===== src/rtl/poly_solver_rr_arbiter.sv =====
// Round-robin arbiter sharing one polynomial solver among N requesters.
// Grants one requester, starts the solver, waits for done or timeout, acks.
module poly_solver_rr_arbiter #(
    parameter int N              = 4,
    parameter int IN_W           = 2,
    parameter int OUT_W          = 20,
    parameter int TIMEOUT_CYCLES = 1024
) (
    input  logic              clk,
    input  logic              reset_n,
    input  logic [N-1:0]      req,
    input  logic [N*IN_W-1:0] req_x,
    output logic              solver_start,
    output logic [IN_W-1:0]   solver_in,
    input  logic              solver_done,
    input  logic [OUT_W-1:0]  solver_out,
    output logic [N-1:0]      gnt,
    output logic [N-1:0]      ack,
    output logic [OUT_W-1:0]  result,
    output logic              resp_err,
    output logic              busy
);
    localparam int PW = $clog2(N);
    localparam int IW = PW + 1;
    localparam int CW = $clog2(TIMEOUT_CYCLES);
    localparam logic [CW-1:0] CNT_LAST = CW'(TIMEOUT_CYCLES - 1);
    localparam logic [N-1:0] ONE = {{(N-1){1'b0}}, 1'b1};

    typedef enum logic [1:0] {IDLE, START, WAIT, RESP} state_t;

    state_t            state_q, state_d;
    logic [PW-1:0]     rr_ptr_q, rr_ptr_d;
    logic [PW-1:0]     win_q, win_d;
    logic [N-1:0]      gnt_q, gnt_d;
    logic [IN_W-1:0]   in_q, in_d;
    logic [OUT_W-1:0]  res_q, res_d;
    logic              err_q, err_d;
    logic [CW-1:0]     cnt_q, cnt_d;

    logic              found;
    logic [PW-1:0]     win_c;
    logic [IW-1:0]     idx;

    // First requester at or after rr_ptr, wrapping modulo N.
    always_comb begin
        found = 1'b0;
        win_c = '0;
        idx   = '0;
        for (int i = 0; i < N; i++) begin
            idx = {1'b0, rr_ptr_q} + IW'(i);
            if (idx >= IW'(N))
                idx = idx - IW'(N);
            if (!found && req[idx[PW-1:0]]) begin
                found = 1'b1;
                win_c = idx[PW-1:0];
            end
        end
    end

    always_comb begin
        state_d  = state_q;
        rr_ptr_d = rr_ptr_q;
        win_d    = win_q;
        gnt_d    = gnt_q;
        in_d     = in_q;
        res_d    = res_q;
        err_d    = err_q;
        cnt_d    = cnt_q;
        unique case (state_q)
            IDLE: begin
                if (found) begin
                    win_d   = win_c;
                    gnt_d   = ONE << win_c;
                    in_d    = req_x[win_c*IN_W +: IN_W];
                    state_d = START;
                end
            end
            START: begin
                cnt_d   = '0;
                state_d = WAIT;
            end
            WAIT: begin
                cnt_d = cnt_q + 1'b1;
                if (solver_done) begin
                    res_d   = solver_out;
                    err_d   = 1'b0;
                    state_d = RESP;
                end else if (cnt_q == CNT_LAST) begin
                    res_d   = '1;
                    err_d   = 1'b1;
                    state_d = RESP;
                end
            end
            RESP: begin
                rr_ptr_d = (win_q == PW'(N - 1)) ? '0 : win_q + 1'b1;
                gnt_d    = '0;
                err_d    = 1'b0;
                state_d  = IDLE;
            end
            default: state_d = IDLE;
        endcase
    end

    always_ff @(posedge clk or negedge reset_n) begin
        if (!reset_n) begin
            state_q  <= IDLE;
            rr_ptr_q <= '0;
            win_q    <= '0;
            gnt_q    <= '0;
            in_q     <= '0;
            res_q    <= '0;
            err_q    <= 1'b0;
            cnt_q    <= '0;
        end else begin
            state_q  <= state_d;
            rr_ptr_q <= rr_ptr_d;
            win_q    <= win_d;
            gnt_q    <= gnt_d;
            in_q     <= in_d;
            res_q    <= res_d;
            err_q    <= err_d;
            cnt_q    <= cnt_d;
        end
    end

    assign solver_start = (state_q == START);
    assign solver_in    = in_q;
    assign gnt          = gnt_q;
    assign ack          = (state_q == RESP) ? gnt_q : '0;
    assign result       = res_q;
    assign resp_err     = err_q;
    assign busy         = (state_q != IDLE);

endmodule

===== config.mk =====
export PLATFORM = sky130hd
export DESIGN_NAME = poly_solver_rr_arbiter
export DESIGN_NICKNAME = d
export VERILOG_FILES = /design/src/rtl/poly_solver_rr_arbiter.sv
export SDC_FILE = /design/constraint.sdc
export NUM_CORES = 1
export LEC_CHECK = 0
export ABC_CLOCK_PERIOD_IN_PS = 1700
export CORE_ASPECT_RATIO = 2
export CORE_MARGIN = 4
export CORE_UTILIZATION = 25
export DETAILED_ROUTE_END_ITERATION = 7
export REMOVE_ABC_BUFFERS = 1
export SLEW_MARGIN = 10
export SYNTH_ARGS = -nofsm -noshare
export SYNTH_HDL_FRONTEND = slang
export SYNTH_SLANG_ARGS = --single-unit

===== constraint.sdc =====
create_clock -name clk -period 1.7 [get_ports clk]
set_input_delay 0.17 -clock clk [delete_from_list [all_inputs] [get_ports clk]]
set_output_delay 0.17 -clock clk [all_outputs]
set_load 0.05 [all_outputs]

==> results.md <==
* Final setup fails at 0
* I/O pin count at 68
* Antenna Cells at 0
* Sequential fraction of the synthesis area at 0.515
* Leakage at 1.36 nW
* EDFF count, synth at 0
* Crit path max-delay family: buffers and inverters
* Layout cells sized above 1 at 0.199
* Clk sink count at 43
* Fin util at 0.387
* Logic pwr share at 0.588
* Clock Latency Late Sink at 0.28 ns
* Count leader, synth: dfrtp_1
* Initial core utilization at 0.254
* Die Footprint at 9970 um2
* Drt via density at 4.64
* CP max FO at 4
* Setup slack after layout at 0.0704 ns
* Arr. time, crit path at 1.46 ns
* CTS clk-pin slew, worst paths at 0.06 ns
* Synth warnings at 0
* Gr usage total at 0.114
* Final Hold Fails at 0
* Top post-synthesis cells by area: dfrtp_1 (51%), o22a_1 (8.8%), ha_1 (4.2%)
* Antenna violations before repair at 0
* Cell count after placement at 366
* Drt pass-1 iters at 4
* Num CTS Buffers at 5
* Commonest cells post-synth: dfrtp_1 (43), o22a_1 (21), nand2_1 (20)
* Netlist cell types at 40
* Total gr overflow at 0
* Maximum vdd drop at 841 uV
* Setup TNS at 0 ns
* P_int at 3.50 mW
* Ys async rst share at 1.00
* Mean Syn Cell Area at 10.9 um2
* Slowest Stage Delay on Critical Path at 0.81 ns
* Port Buffers at 67
* CP Launch Type: register
* Synthesized flop and latch total at 43
* Total number of vias at 1737
* Die H at 137 um
* Final WL at 5250 um
* Root buffer cell: clkbuf_16
* Clk pwr share at 0.149
* Core region area at 8230 um2
* Postcts setup bufs at 0
* Fin crit period at 1.63 ns
* Synthesized area at 2090 um2
* TritonCTS clock tree: done
* Max-slew headroom at the worst pin at 0.622
* Fin cells at 374
* Critical path type: reg2out
* Clock Path Buffers at 2
* Measured slew at the worst slew-check pin at 0.567 ns
* CP required at 1.53 ns
* DP HPWL at 4160 um
* Power, Total at 6.36 mW
* First-pass GRT wire length at 8750 um
* Status: finished clean
* Largest net degree at the start of global routing at 26
* Switch share at 0.450
* DR iter-0 viols at 25
* Critical-path cell with the highest stage delay: clkdlybuf4s50_1
* MaxCap Viol Count at 0
* PwrDens at 2000 nW/um2
* Worst Hold Class: in2async
* RSZ-0062 raised after global routing: true
* Ys flop type: dfrtp_1
* Post-Place Setup Slack at -0.198 ns
* H-tree Lvls at 2
* Max Clk Rate at 0.614 GHz
* WL/cell at 14.0 um
* Largest area contributor in the netlist: dfrtp_1
* Worst Skew at 0.00282 ns
* Final period utilization at 0.959
* Num rows at 47
* Vias in the first global route at 1801
* Post-route ant nets at 0
* Share of the synthesized area in the top cell type at 0.515
* Psw at 2.86 mW
* Crit path buffers/inverters at 1
* Gate Count Post-Synth at 192
* CP endpoint kind: primary output
* Fin nets at 318
* Area grow syn2layout at 52.5%
* Detailed-route DRC error count at 0
* Sequential share of power at 0.263
* Die width at 72.6 um
* GP Congestion at 0.724
* Slew Limit Fails at 0
* Crit-path cells: clkdlybuf4s50_1
layout by cell type (no fill, tap or decap), types with 2 or more instances in the layout:
master / n
and3_1: 2
o22a_1: 21
o21a_1: 2
clkbuf_16: 5
a22o_1: 4
nand3_1: 5
a21oi_1: 4
dfrtp_1: 42
and2_1: 5
mux2i_1: 5
nand2_1: 20
buf_4: 26
clkdlybuf4s50_1: 51
a31oi_1: 2
o22ai_1: 2
xor2_1: 2
a21o_1: 2
a211oi_1: 2
nor2b_1: 5
o31ai_1: 3
o21ai_0: 10
ha_1: 4
nor2_1: 9
nor3_1: 3
buf_12: 7
inv_1: 8
ha_2: 3
nand2b_1: 2
sequential cells by signal, indices dropped and copies added, names as in the netlist:
register   cells
rr_ptr_q       2
cnt_q         10
result        20
state_q        2
solver_in      2
resp_err       1
win_q          2
gnt            4
final cells by class:
type	instances	area (um2)
clock buffer	6	139
clock inverter	1	5.00
fill	826	5050
inverter	8	30.0
multi-input combinational	132	952
sequential	43	1080
tap	98	123
timing repair buffer	86	861
metrics by stage:
| step | cell area, um2 | hold WS, ns |
|---|---|---|
| floorplan | 2030 | -0.126 |
| global placement | 3000 | 0.211 |
| detailed placement | 3000 | 0.208 |
| CTS | 3160 | 0.451 |
| global route | 3190 | 0.463 |
| finish | 3190 | 0.421 |
repair_timing:
| action | CTS | global route |
|---|---|---|
| endpoints found under the hold margin | 23 | 0 |
| resized for setup | 0 | 7 |
| hold buffers | 1 | 0 |
| setup endpoints to repair | 0 | 27 |
power groups by stage:
| stage | sequential, mW | combinational (mW) | clock, mW |
|---|---|---|---|
| 6_report | 1.68 | 3.74 | 0.946 |
| 5_1_grt | 1.74 | 4.00 | 1.03 |
| 4_1_cts | 1.68 | 3.75 | 0.991 |
| 3_5_place_dp | 1.69 | 3.74 | 0 |
| 3_3_place_gp | 1.69 | 3.71 | 0 |
| 2_1_floorplan | 2.72 | 1.27 | 0 |
cell families (layout without fill, tap and decap cells):
logic type | count (synthesis) | after routing | share of synthesized area
AOI/OAI and AO/OA | 56 | 56 | 0.202
xor gates and xnor gates | 2 | 2 | 0.00838
adders and majority gates | 7 | 7 | 0.0419
buffers and inverters | 17 | 101 | 0.0425
DFF | 43 | 43 | 0.515
muxes | 7 | 7 | 0.0347
and+or+nand+nor | 60 | 60 | 0.155
worst paths after layout:
| kind | cells after the start | to | slack [ns] | from |
|---|---|---|---|---|
| hold reg to reg | 1 | win_q[1] | 0.50 | win_q[1] |
| max in group asynchronous | 3 | result[15] | 0.71 | reset_n |
| min in group clk | 2 | result[6] | 0.47 | solver_out[6] |
| setup reg to reg | 7 | result[9] | 0.08 | cnt_q[1] |
| setup / recovery | 1 | gnt[1] | 0.07 | gnt[1] |
| hold / removal | 2 | cnt_q[2] | 0.42 | reset_n |
layer usage:
layer  part of all wire  GRT usage  vias to the layer above
met2               0.58      0.220                       43
met5                  0          0                        -
met4              0.023     0.0554                        0
met3              0.044     0.0234                        5
met1               0.36      0.110                      833
li1                   -          -                      856
(Power assumes the default switching activity.)
